[config.mk]
export PLATFORM = sky130hd
export DESIGN_NAME = weight_buffer_loader
export DESIGN_NICKNAME = d
export VERILOG_FILES = /design/src/rtl/weight_buffer_loader.sv
export SDC_FILE = /design/constraint.sdc
export NUM_CORES = 1
export LEC_CHECK = 0
export BUFFER_PORTS_ARGS = -buffer_cell sky130_fd_sc_hd__buf_2
export CAP_MARGIN = 0
export CORE_MARGIN = 4
export CORE_UTILIZATION = 40
export CTS_CLUSTER_SIZE = 8
export DETAILED_ROUTE_END_ITERATION = 12
export HOLD_SLACK_MARGIN = 0.12
export PLACE_DENSITY = 0.67
export SETUP_SLACK_MARGIN = 0.02
export SYNTH_ARGS = -nofsm -noshare
export SYNTH_HDL_FRONTEND = slang
export SYNTH_SLANG_ARGS = --single-unit
[constraint.sdc]
create_clock -name clk -period 2.7 [get_ports clk]
set_input_delay 0.135 -clock clk [delete_from_list [all_inputs] [get_ports clk]]
set_output_delay 0.135 -clock clk [all_outputs]
set_load 0.005 [all_outputs]
[src/rtl/weight_buffer_loader.sv]
// weight_buffer_loader: packs a stream of narrow weights into wide buffer writes.
// Optional WEIGHT_LOADER_PERF_EN adds a stall_count port counting input-starved LOAD cycles.
module weight_buffer_loader #(
  parameter int IN_WIDTH      = 16,
  parameter int WR_WIDTH      = 64,
  parameter int WR_ADDR_WIDTH = 5,
  parameter int CNT_WIDTH     = 16
) (
  input  logic                     clk,
  input  logic                     reset,
  input  logic                     start,
  input  logic [WR_ADDR_WIDTH-1:0] base_addr,
  input  logic [CNT_WIDTH-1:0]     num_elems,
  output logic                     busy,
  output logic                     done,
  input  logic                     in_valid,
  input  logic [IN_WIDTH-1:0]      in_data,
  output logic                     in_ready,
  output logic                     write_req,
  output logic [WR_WIDTH-1:0]      write_data,
  output logic [WR_ADDR_WIDTH-1:0] write_addr
`ifdef WEIGHT_LOADER_PERF_EN
  ,output logic [CNT_WIDTH-1:0]    stall_count
`endif
);
  localparam int RATIO = WR_WIDTH / IN_WIDTH;
  localparam int LW = $clog2(RATIO);
  localparam logic [LW-1:0] LAST_LANE = LW'(RATIO - 1);
  typedef enum logic [1:0] {IDLE, LOAD, DONE} state_t;
  state_t state_q, state_d;
  logic [WR_WIDTH-1:0] pack_q, pack_d, packed_w, write_data_q, write_data_d;
  logic [LW-1:0] lane_q, lane_d;
  logic [CNT_WIDTH-1:0] rem_q, rem_d;
  logic [WR_ADDR_WIDTH-1:0] addr_q, addr_d, write_addr_q, write_addr_d;
  logic write_req_q, write_req_d, hs, go;
  assign busy = state_q != IDLE;
  assign done = state_q == DONE;
  assign in_ready = state_q == LOAD;
  assign write_req = write_req_q;
  assign write_data = write_data_q;
  assign write_addr = write_addr_q;
  assign hs = in_valid && in_ready;
  assign go = state_q == IDLE && start;
  always_comb begin
    state_d = state_q;
    pack_d = pack_q;
    lane_d = lane_q;
    rem_d = rem_q;
    addr_d = addr_q;
    write_req_d = 1'b0;
    write_data_d = write_data_q;
    write_addr_d = write_addr_q;
    packed_w = pack_q;
    packed_w[lane_q*IN_WIDTH +: IN_WIDTH] = in_data;
    if (go) begin
      state_d = num_elems != '0 ? LOAD : DONE;
      addr_d = base_addr;
      rem_d = num_elems;
      lane_d = '0;
      pack_d = '0;
    end
    if (state_q == DONE) state_d = IDLE;
    if (hs) begin
      pack_d = packed_w;
      lane_d = lane_q + LW'(1);
      rem_d = rem_q - CNT_WIDTH'(1);
      // a word goes out when its last lane fills or the job runs out of elements
      if (lane_q == LAST_LANE || rem_q == CNT_WIDTH'(1)) begin
        write_req_d = 1'b1;
        write_data_d = packed_w;
        write_addr_d = addr_q;
        pack_d = '0;
        addr_d = addr_q + WR_ADDR_WIDTH'(1);
        lane_d = '0;
      end
      if (rem_q == CNT_WIDTH'(1)) state_d = DONE;
    end
  end
  always_ff @(posedge clk) begin
    if (reset) begin
      state_q <= IDLE;
      pack_q <= '0;
      lane_q <= '0;
      rem_q <= '0;
      addr_q <= '0;
      write_req_q <= 1'b0;
      write_data_q <= '0;
      write_addr_q <= '0;
    end else begin
      state_q <= state_d;
      pack_q <= pack_d;
      lane_q <= lane_d;
      rem_q <= rem_d;
      addr_q <= addr_d;
      write_req_q <= write_req_d;
      write_data_q <= write_data_d;
      write_addr_q <= write_addr_d;
    end
  end
`ifdef WEIGHT_LOADER_PERF_EN
  logic [CNT_WIDTH-1:0] stall_q, stall_d;
  assign stall_count = stall_q;
  always_comb begin
    stall_d = stall_q;
    if (go) stall_d = '0;
    else if (state_q == LOAD && !in_valid && stall_q != '1) stall_d = stall_q + CNT_WIDTH'(1);
  end
  always_ff @(posedge clk) begin
    if (reset) stall_q <= '0;
    else stall_q <= stall_d;
  end
`endif
endmodule

==> summary.md <==
| Metric | Value |
|---|---|
| Final period util | `0.832` |
| Setup ws final | `0.453 ns` |
| Number of synthesized flops with an enable pin | `0` |
| DR top layer | `met4` |
| Post-layout min period | `2.25 ns` |
| Synth Instances | `829` |
| Final Wtd Congestion | `0.892` |
| Post-CTS Hold Buffers | `22` |
| # DRC | `0` |
| Mapped cell area | `7070 um2` |
| Post-synth top flop | `dfxtp_1` |
| Root buf cell | `clkbuf_16` |
| Cell variety after synth | `57` |
| Routed wl met3 | `858 um` |
| CTS sink cnt | `159` |
| Diode count | `0` |
| Leakage power | `3.77 nW` |
| # fillers | `1652` |
| Antenna-violating nets left | `0` |
| Fmax | `445 MHz` |
| RSZ-0062 raised after global routing | `false` |
| Vias per cell | `5.37` |
| Pre-CTS setup slack | `0.478 ns` |
| Setup Buffers After CTS | `0` |
| Worst VDD drop | `0.444 mV` |
| Chip height | `141 um` |
| Initial Utilization | `0.409` |
| Syn nets | `879` |
| Overall Global Routing Usage | `0.192` |
| First-pass GRT wire length | `31100 um` |
| CTS resizes | `0` |
| Worst EP arrival | `2.61 ns` |
| Yosys reg bits | `159` |
| Crit path required time | `3.07 ns` |
| Layout Cells excl Fill | `1178` |
| Synth async-reset ratio | `0` |
| Max-cap violations | `0` |
| Met2 WL | `9150 um` |
| Status | `finished, final reports clean` |
| Initial antenna violation count | `0` |
| Final Max Slew Viols | `0` |
| Core area | `17300 um2` |
| Initial drt markers | `378` |
| Final wirelength | `19200 um` |
| Fin util | `0.501` |
| Syn-to-layout area delta | `22.6%` |
| Chip Width | `141 um` |
| Largest net degree at the start of global routing | `77` |
| Sequential share of the synthesized area | `0.450` |
| Vias in the first global route | `6030` |
| Hold Violations, Final | `0` |
| Startpoint types | `register` |
| Number of top-level design ports | `114` |
| H-tree lvl count | `4` |
| Crit Path Max Fanout | `9` |
| GRT overflow | `0` |
| Wire length on met1 | `8870 um` |
| Total Power | `0.00526 W` |
| DP HPWL | `12500 um` |
| Synthesis Warnings | `0` |
| CTS max path bufs | `2` |
| Die Area | `19900 um2` |
| CTS tree | `yes` |
| DR WL/cell | `16.3 um` |
| Multi-input gate area | `3600 um2` |
| CTS Buf Count | `17` |
| Reg area | `3180 um2` |
| Clk_lat worst skew | `0.42 ns` |
| HP Class | `primary input to register` |
| Placement Rows | `48` |
| Clk slew on worst S/H paths | `0.06 ns` |
| Layout cells sized above 1 | `0.198` |
| Syn Area/Cell | `8.52 um2` |
| CP Capture Type | `register` |
| Final setup vio count | `0` |
| Clk_skew | `0.00907 ns` |
| Transition time of the tightest slew-check pin | `0.632 ns` |
| Setup TNS | `0 ns` |
| Final #Nets | `993` |
| Worst Setup Path Type | `register to register` |
| TritonRoute pass-1 iters | `5` |
| Placed Cells | `1127` |
| Pwr Density | `607 nW/um2` |
| # port buffers | `113` |
| Worst rel slew slack | `0.579` |
| Vias | `6328` |
sequential cells by signal, indices dropped and copies added, names as in the netlist:
name        count
write_addr      5
write_req       1
write_data     64
rem_q          16
lane_q          2
state_q         2
addr_q          5
pack_q         64
synthesized netlist by cell type, types with 2 or more instances:
cell type,count,area [um2]
nand3b_1,34,255
clkbuf_1,29,109
buf_1,4,15.0
ha_1,9,113
and3_1,3,18.8
inv_1,7,26.3
nand2b_1,3,18.8
or2_2,3,18.8
a311oi_1,2,17.5
nor3b_1,17,128
nor4_1,8,50.1
a21oi_1,77,385
nor4b_2,2,30.0
a31oi_1,6,37.5
nand4_1,8,50.1
nor4bb_1,2,20.0
a22o_1,48,420
or3_1,2,12.5
a211oi_1,9,67.6
and4_1,2,17.5
buf_6,3,33.8
a22oi_1,2,15.0
nand3_1,10,50.1
a32oi_1,3,26.3
o21ai_0,24,120
nor2b_1,66,413
nand2_1,108,405
a221oi_1,2,17.5
a21o_1,16,120
nor2_1,94,353
nor3_1,8,40.0
o211ai_1,2,15.0
dfxtp_1,159,3180
a211oi_2,11,138
buf_4,2,15.0
buf_2,23,115
stage by stage:
step / hold slack, ns / instance area [um2]
2_1_floorplan: 0.285 / 7070
3_3_place_gp: 0.421 / 7860
3_5_place_dp: 0.421 / 7860
4_1_cts: 0.129 / 8660
5_1_grt: 0.135 / 8660
6_report: 0.136 / 8660
worst paths after layout:
path / start / to / slack (ns) / depth (start not counted)
setup / recovery: lane_q[0]$_SDFFE_PP0P_ / pack_q[63]$_SDFFE_PP0P_ / 0.45 / 8
hold / removal: in_data[15] / pack_q[47]$_SDFFE_PP0P_ / 0.14 / 3
setup reg to reg: lane_q[0]$_SDFFE_PP0P_ / pack_q[63]$_SDFFE_PP0P_ / 0.45 / 8
hold reg to reg: pack_q[34]$_SDFFE_PP0P_ / pack_q[34]$_SDFFE_PP0P_ / 0.45 / 2
layout make-up:
| cell class | count | area share |
|---|---|---|
| Clock buffer | 21 | 0.0543 |
| Tap cell | 225 | 0.0325 |
| Inverter | 7 | 0.00303 |
| Sequential cell | 159 | 0.367 |
| Multi-Input combinational cell | 601 | 0.416 |
| Timing Repair Buffer | 157 | 0.114 |
| Clock inverter | 8 | 0.0124 |
metal layers:
| metal | GRT usage | vias up |
|---|---|---|
| li1 | - | 3129 |
| met1 | 0.249 | 3033 |
| met2 | 0.322 | 142 |
| met3 | 0.0434 | 24 |
| met4 | 0.0535 | 0 |
| met5 | 0 | - |
power breakdown:
group | leakage [nW] | switching, W | total [W] | internal [W]
registers | 1.29 | 0.0000461 | 0.00243 | 0.00238
logic | 2.21 | 0.000277 | 0.000451 | 0.000174
clock network | 0.282 | 0.000950 | 0.00238 | 0.00143
total | 3.77 | 0.00127 | 0.00526 | 0.00398
cells by family after synthesis:
| family | Yosys count | synth area share |
|---|---|---|
| fa+ha+maj | 9 | 0.0159 |
| simple gates | 379 | 0.280 |
| xor+xnor | 1 | 0.00124 |
| flops | 159 | 0.450 |
| compound gates | 212 | 0.207 |
| buf+inv | 69 | 0.0451 |
cell usage in the layout, fill, tap and decap left out, types with 3 or more instances in the layout:
cell	synthesis	layout
nor4_1	8	8
inv_1	7	7
nand2b_1	3	3
a211oi_2	11	11
nand3_1	10	10
or2_2	3	3
a22o_1	48	48
dfxtp_1	159	159
and3_1	3	3
nor3_1	8	8
nand2_1	108	108
o21ai_0	24	24
clkbuf_8	0	3
nor2b_1	66	66
nand3b_1	34	34
ha_1	9	9
buf_2	23	112
buf_12	0	3
clkbuf_16	0	17
nor2_1	94	93
dlygate4sd3_1	0	22
nor3b_1	17	17
buf_4	2	20
a211oi_1	9	9
a21o_1	16	16
a32oi_1	3	3
nand4_1	8	8
a21oi_1	77	77
a31oi_1	6	6
worst max-delay path: stages, from the launching register on:
cell	delay (ns)
dfxtp_1	0.51
inv_1	0.18
ha_1	0.41
nor4bb_1	0.39
nor2b_1	0.19
buf_4	0.17
a21oi_1	0.08
nor2_1	0.15
a22o_1	0.14
No activity file was read; power rests on OpenSTA's default activity.
